--- src/rtl/branch_resolution_queue.sv ---
// branch_resolution_queue: in-order queue of predictions, emits training records and accuracy stats on resolve
module branch_resolution_queue #(
  parameter int DEPTH = 8,
  parameter int PTR_W = 3,
  parameter int IP_W  = 64,
  parameter int CNT_W = 32
) (
  input  logic             clk,
  input  logic             reset,
  input  logic             pred_valid,
  input  logic [IP_W-1:0]  pred_ip,
  input  logic             pred_taken,
  output logic             pred_ready,
  input  logic             resolve_valid,
  input  logic             resolve_taken,
  input  logic             flush,
  output logic             train_valid,
  output logic [IP_W-1:0]  train_ip,
  output logic             train_taken,
  output logic             train_mispredict,
  output logic [PTR_W:0]   occupancy,
  output logic [CNT_W-1:0] total_count,
  output logic [CNT_W-1:0] mispredict_count,
  output logic             underflow_err
);
  localparam logic [PTR_W:0] FULL = (PTR_W+1)'(DEPTH);
  logic [IP_W-1:0]  mem_ip [DEPTH];
  logic             mem_pt [DEPTH];
  logic [PTR_W-1:0] wr_q, wr_d, rd_q, rd_d;
  logic [PTR_W:0]   cnt_q, cnt_d;
  logic             tv_q, tv_d, tt_q, tt_d, tm_q, tm_d, uf_q, uf_d;
  logic [IP_W-1:0]  tip_q, tip_d;
  logic [CNT_W-1:0] tot_q, tot_d, mis_q, mis_d;
  logic             push, pop, mis;
  assign pred_ready       = cnt_q != FULL;
  assign push             = pred_valid && pred_ready && !flush;
  assign pop              = resolve_valid && cnt_q != '0 && !flush;
  assign mis              = mem_pt[rd_q] ^ resolve_taken;
  assign train_valid      = tv_q;
  assign train_ip         = tip_q;
  assign train_taken      = tt_q;
  assign train_mispredict = tm_q;
  assign occupancy        = cnt_q;
  assign total_count      = tot_q;
  assign mispredict_count = mis_q;
  assign underflow_err    = uf_q;
  always_comb begin
    wr_d  = flush ? '0 : push ? wr_q + PTR_W'(1) : wr_q;
    rd_d  = flush ? '0 : pop ? rd_q + PTR_W'(1) : rd_q;
    cnt_d = flush ? '0 : cnt_q + (PTR_W+1)'(push) - (PTR_W+1)'(pop);
    tv_d  = pop;
    tip_d = pop ? mem_ip[rd_q] : tip_q;
    tt_d  = pop ? resolve_taken : tt_q;
    tm_d  = pop ? mis : tm_q;
    tot_d = (pop && tot_q != '1) ? tot_q + CNT_W'(1) : tot_q;
    mis_d = (pop && mis && mis_q != '1) ? mis_q + CNT_W'(1) : mis_q;
    uf_d  = uf_q || (resolve_valid && cnt_q == '0 && !flush);
  end
  always_ff @(posedge clk) begin
    if (reset) begin
      wr_q  <= '0;
      rd_q  <= '0;
      cnt_q <= '0;
      tv_q  <= 1'b0;
      tip_q <= '0;
      tt_q  <= 1'b0;
      tm_q  <= 1'b0;
      tot_q <= '0;
      mis_q <= '0;
      uf_q  <= 1'b0;
    end else begin
      wr_q  <= wr_d;
      rd_q  <= rd_d;
      cnt_q <= cnt_d;
      tv_q  <= tv_d;
      tip_q <= tip_d;
      tt_q  <= tt_d;
      tm_q  <= tm_d;
      tot_q <= tot_d;
      mis_q <= mis_d;
      uf_q  <= uf_d;
    end
  end
  // entry storage is intentionally left out of reset and flush
  always_ff @(posedge clk) begin
    if (push && !reset) begin
      mem_ip[wr_q] <= pred_ip;
      mem_pt[wr_q] <= pred_taken;
    end
  end
endmodule

--- config.mk ---
export PLATFORM = sky130hd
export DESIGN_NAME = branch_resolution_queue
export DESIGN_NICKNAME = d
export VERILOG_FILES = /design/src/rtl/branch_resolution_queue.sv
export SDC_FILE = /design/constraint.sdc
export NUM_CORES = 1
export LEC_CHECK = 0
export ABC_AREA = 0
export BUFFER_PORTS_ARGS = -buffer_cell sky130_fd_sc_hd__buf_2
export CORE_MARGIN = 3
export CORE_UTILIZATION = 30
export CTS_CLUSTER_SIZE = 16
export DETAILED_ROUTE_END_ITERATION = 8
export SKIP_CTS_REPAIR_TIMING = 1
export SLEW_MARGIN = 20
export SYNTH_ARGS = -nofsm -noshare
export SYNTH_HDL_FRONTEND = slang
export SYNTH_SLANG_ARGS = --single-unit
--- constraint.sdc ---
create_clock -name clk -period 7.4 [get_ports clk]
set_input_delay 1.11 -clock clk [delete_from_list [all_inputs] [get_ports clk]]
set_output_delay 1.11 -clock clk [all_outputs]
set_load 0.01 [all_outputs]
==> impl_metrics.ini, run 1 <==
[drt]
drtPass1Iterations = 5
drcViolationCount = 0
ant_nets = 0
vias = 14200
detail_route.wl_per_cell_um = 20.4
wl_um = 59100
dr.first_iter.drc_count = 980
avgViaCountPerCell = 4.91

[critical_path]
crit_path_start_kind = primary input
r2r_end = mem_ip[2][11]$_DFFE_PP_
crit_slowest_cell = nor2_4
path_delay_family = simple AND/OR/NAND/NOR gates
regToRegSetupSlack_ns = 4.04
worstPathCellList = buf_6, or2_2, or3_1, nor2_4, buf_4
slowest_delay_ns = 0.79
path_class = in -> reg
path_buf_inv = 2
timing.rr.start = occupancy[2]$_SDFF_PP0_
end_kind = register
worst-endpoint-arrival_ns = 3.98
path_max_fanout = 85
critPathRequiredTime_ns = 7.64
worst-r2r-cell-count = 7

[place]
port-buffer-count = 207
postPlaceCellArea_um2 = 28100
globalplace.congestion = 0.804
dp.final_hpwl_um = 35900

[clocking]
cts_buffer_depth = 3
cts_tree = yes
numCtsBuffers = 72
clk_latency_ns = 0.62
cts_root_buf = clkbuf_16
clock_sinks = 665
htreeDepth = 3
clk_pin_slew_ns = 0.05

[timing]
setup_viol = 0
report.final.slew_viol_count = 0
whs_ns = 0.467
finalCritPeriodShare_pct = 50.6
setup_tns_ns = 0
post-route-min-period_ns = 3.74
hold_violations = 0
max_freq_ghz = 0.267
timing.slew.headroom_pct = 29.1
rsz0062_at_grt = false
fin_skew_ns = 0.0241
tightest_slew_ns = 1.06

[synth]
yosysSeqAreaShare_pct = 72.1
async_reset_ff_share_pct = 0
yosys_warnings = 0
syn_area_per_cell_um2 = 17.3
ys_seq_elements = 665
syn_area_um2 = 25700
synthCells = 1480
synth_cell_types = 50
synth_ff_type = edfxtp_1
synth_nets = 1562
synth_edf_count = 520

[die]
dieArea_um2 = 89100
core-area_um2 = 84200
boundaryPins = 208
start_util_pct = 30.5
row_count = 106
die_h_um = 298
die_w_um = 298

[finish]
final_cell_mix = edfxtp_1, buf_2, dfxtp_1
final_common_cell = edfxtp_1
utilization_pct = 36.3
area_delta_synth_final_pct = 19.0
final_cell_area_um2 = 30500
final_nets = 1780
drive_above_1_share_pct = 28.0

[global_routing]
grt_max_degree = 86
grt_pass1_wl_um = 90800
grt_usage_pct = 13.1
grt_antenna_before_repair = 17
first_global_vias = 14700
gr-total-overflow = 0

[flow_run]
cap_violations = 0

[hold_path]
worstHoldEndpoint = train_taken$_SDFFE_PP0P_
hold_start = train_taken$_SDFFE_PP0P_
min_path_cells = 2
worstHoldPathType = reg -> reg

[outcome]
outcome = finished, final reports clean

[power_and_ir_drop]
vdd_drop_max_v = 0.000141
p_leak_nw = 9.65
power.density_nw_per_um2 = 260
==> state kept, by name, indices dropped and copies added (netlist names), named ones only <==
register,flops
occupancy,4
train_valid,1
underflow_err,1
train_mispredict,1
rd_q,3
mispredict_count,32
train_taken,1
wr_q,3
total_count,32
mem_pt,8
train_ip,64
mem_ip,512
==> metal layers <==
| metal | GRT usage [%] | routed length (um) |
|---|---|---|
| met1 | 17.3 | 25600 |
| met2 | 21.5 | 28200 |
| met3 | 3.41 | 4080 |
| met4 | 3.64 | 1160 |
| met5 | 0 | 80 |
==> cell type report <==
type / instances / area, um^2
antenna: 6 / 15.0
clock buffer: 103 / 2110
clock inverter: 29 / 343
fill: 7847 / 53700
inverter: 14 / 57.6
multi-input combinational: 717 / 6840
sequential: 665 / 18500
tap: 1134 / 1420
timing repair buffer: 228 / 1230
==> metrics by stage <==
stage	total power, mW	std cells	setup slack (ns)
final	7.93	2896	3.66
after global routing	8.23	2890	3.52
after CTS	8.05	2890	3.64
after detailed placement	4.39	2758	2.96
after global placement	4.38	2757	3.04
after floorplan	4.27	1480	0.644
==> cells in the mapped netlist (all sizes together) (2+ instances only) <==
cell | number | area share (%)
or4b | 2 | 0.11
o31ai | 30 | 0.88
o211ai | 4 | 0.12
and2 | 3 | 0.073
mux2 | 13 | 0.57
or4 | 30 | 0.88
nor3b | 4 | 0.12
and3 | 9 | 0.22
xnor2 | 3 | 0.10
ha | 10 | 0.49
nand2 | 36 | 0.53
and4 | 7 | 0.24
or3 | 22 | 0.54
nor2 | 102 | 1.5
nand4 | 23 | 0.56
nor3 | 14 | 0.29
nand2b | 3 | 0.073
or2 | 3 | 0.073
nor2b | 14 | 0.34
mux2i | 66 | 2.6
a31oi | 2 | 0.049
dfxtp | 145 | 11
nor4 | 8 | 0.20
buf | 17 | 0.26
mux4 | 130 | 11
inv | 14 | 0.20
nand3 | 21 | 0.41
a21oi | 52 | 1.0
edfxtp | 520 | 61
clkbuf | 67 | 0.98
a2111oi | 2 | 0.12
o21ai | 22 | 0.43
a211oi | 66 | 1.9
xor2 | 5 | 0.17
==> where the power goes <==
group | leakage (nW) | internal (mW) | switching [mW] | total (mW)
sequential | 5.86 | 4.06 | 0.0178 | 4.08
clock | 1.18 | 2.13 | 1.50 | 3.63
combinational | 2.61 | 0.0812 | 0.147 | 0.228
==> kinds of logic after synthesis <==
kind of cell | count (synthesis) | synth area share (%)
DFF | 665 | 72.1
and+or+nand+nor | 304 | 6.24
muxes | 209 | 14.6
AOI/OAI and AO/OA | 185 | 4.77
buffers and inverters | 98 | 1.44
adders and majority gates | 11 | 0.565
xor gates and xnor gates | 8 | 0.273
==> worst max path at each step <==
| stage | depth (start not counted) | from | end |
|---|---|---|---|
| 2_1_floorplan | 3 | reset | mem_ip[0][0]$_DFFE_PP_ |
| 3_3_place_gp | 5 | reset | mem_ip[2][12]$_DFFE_PP_ |
| 3_5_place_dp | 5 | reset | mem_ip[2][61]$_DFFE_PP_ |
| 4_1_cts | 5 | reset | mem_ip[2][32]$_DFFE_PP_ |
| 5_1_grt | 5 | reset | mem_ip[2][32]$_DFFE_PP_ |
| 6_report | 5 | reset | mem_ip[2][11]$_DFFE_PP_ |
==> worst min-delay path: stages (launching register included) <==
cell,delay [ns]
dfxtp_1,0.31
nand2_1,0.05
a21oi_1,0.05
Power figures use the tool's default switching activity.
==> run 2, diff against run 1 <==
==> constraint.sdc (replaced) <==
create_clock -name clk -period 3.12 [get_ports clk]
set_input_delay 0.468 -clock clk [delete_from_list [all_inputs] [get_ports clk]]
set_output_delay 0.468 -clock clk [all_outputs]
set_load 0.01 [all_outputs]
==> impl_metrics.ini, run 2 (synthesized netlist as in run 1, its figures left out) <==
[die]
core-area_um2 = 84200
dieArea_um2 = 89100
row_count = 106
boundaryPins = 208
die_h_um = 298
die_w_um = 298
start_util_pct = 30.5

[timing]
hold_violations = 0
report.final.slew_viol_count = 0
finalCritPeriodShare_pct = 88.2
setup_viol = 0
timing.slew.headroom_pct = 41.9
setup_tns_ns = 0
post-route-min-period_ns = 2.75
max_freq_ghz = 0.364
rsz0062_at_grt = false
whs_ns = 0.120
tightest_slew_ns = 0.872
fin_skew_ns = 0.0289

[power_and_ir_drop]
vdd_drop_max_v = 0.000486
total_power_mw = 19.3
p_leak_nw = 9.87
power.density_nw_per_um2 = 622

[finish]
largest_reg_flops = 512
final_cell_mix = edfxtp_1, buf_2, dfxtp_1
top_register = mem_ip
final_nets = 1803
area_delta_synth_final_pct = 21.1
final_common_cell = edfxtp_1
drive_above_1_share_pct = 29.6

[clocking]
clock_sinks = 665
clk_latency_ns = 0.61
htreeDepth = 3
cts_root_buf = clkbuf_16
cts_tree = yes
clk_pin_slew_ns = 0.06
numCtsBuffers = 75
cts_buffer_depth = 3

[global_routing]
first_global_vias = 14800
grt_usage_pct = 13.6
grt_antenna_before_repair = 9
grt_max_degree = 148
gr-total-overflow = 0
grt_pass1_wl_um = 92600

[drt]
dr.first_iter.drc_count = 770
detail_route.wl_per_cell_um = 20.7
vias = 14300
drtPass1Iterations = 5
ant_nets = 0
wl_um = 60500
drcViolationCount = 0
avgViaCountPerCell = 4.88

[flow_run]
cap_violations = 0

[critical_path]
path_class = reg -> reg
regToRegSetupSlack_ns = 0.37
timing.rr.start = mispredict_count[8]$_SDFFE_PP0P_
path_max_fanout = 8
crit_path_start_kind = register
crit_start = mispredict_count[8]$_SDFFE_PP0P_
critPathRequiredTime_ns = 3.60
end_kind = register
worst-endpoint-arrival_ns = 3.23

[place]
dp.final_hpwl_um = 34800
globalplace.congestion = 0.803
port-buffer-count = 207

[outcome]
outcome = finished, final reports clean

[hold_path]
hold_start = pred_ip[30]
worstHoldPathType = in -> reg
-- run 2: through the flow --
stage          area (um^2)  utilization, %  setup WS, ns  std cells
3_3_place_gp         28500            33.8         0.474       2778
2_1_floorplan        25800               -        -0.123       1480
5_1_grt              31100            36.9         0.214       2917
3_5_place_dp         28500            33.8         0.366       2778
6_report             31100            36.9         0.369       2924
4_1_cts              31100            36.9         0.355       2917
-- run 2: final timing paths --
| check | depth (start not counted) | endpoint |
|---|---|---|
| setup / recovery | 5 | mispredict_count[29]$_SDFFE_PP0P_ |
| hold / removal | 1 | mem_ip[7][30]$_DFFE_PP_ |
| setup reg to reg | 5 | mispredict_count[29]$_SDFFE_PP0P_ |
| hold reg to reg | 2 | train_mispredict$_SDFFE_PP0P_ |
-- run 2: power breakdown --
| group | total [mW] | internal (mW) | switching, mW | leakage [nW] |
|---|---|---|---|---|
| clock network | 9.10 | 5.52 | 3.58 | 1.27 |
| registers | 9.67 | 9.63 | 0.0447 | 5.86 |
| logic | 0.553 | 0.206 | 0.346 | 2.74 |
-- run 2: layout make-up --
| cell class | instances | area [um^2] |
|---|---|---|
| fill | 7833 | 53100 |
| sequential | 665 | 18500 |
| multi-input combinational | 717 | 6880 |
| clock buffer | 100 | 2050 |
| timing repair buffer | 248 | 1570 |
| tap | 1134 | 1420 |
| clock inverter | 39 | 547 |
| inverter | 14 | 57.6 |
| antenna | 7 | 17.5 |
-- run 2: per-layer routing --
metal	global-route usage, %	wire (um)	vias up
met2	22.6	29400	305
li1	-	-	6490
met3	3.52	3630	85
met1	17.6	26400	7374
met4	3.51	1060	6
met5	0	41	-
-- run 2: critical path, stage by stage (launching register included) --
cell,delay (ns)
dfxtp_1,0.44
nand4_1,0.19
or4_1,0.66
or4b_4,0.57
a2111oi_2,0.40
mux2_1,0.37
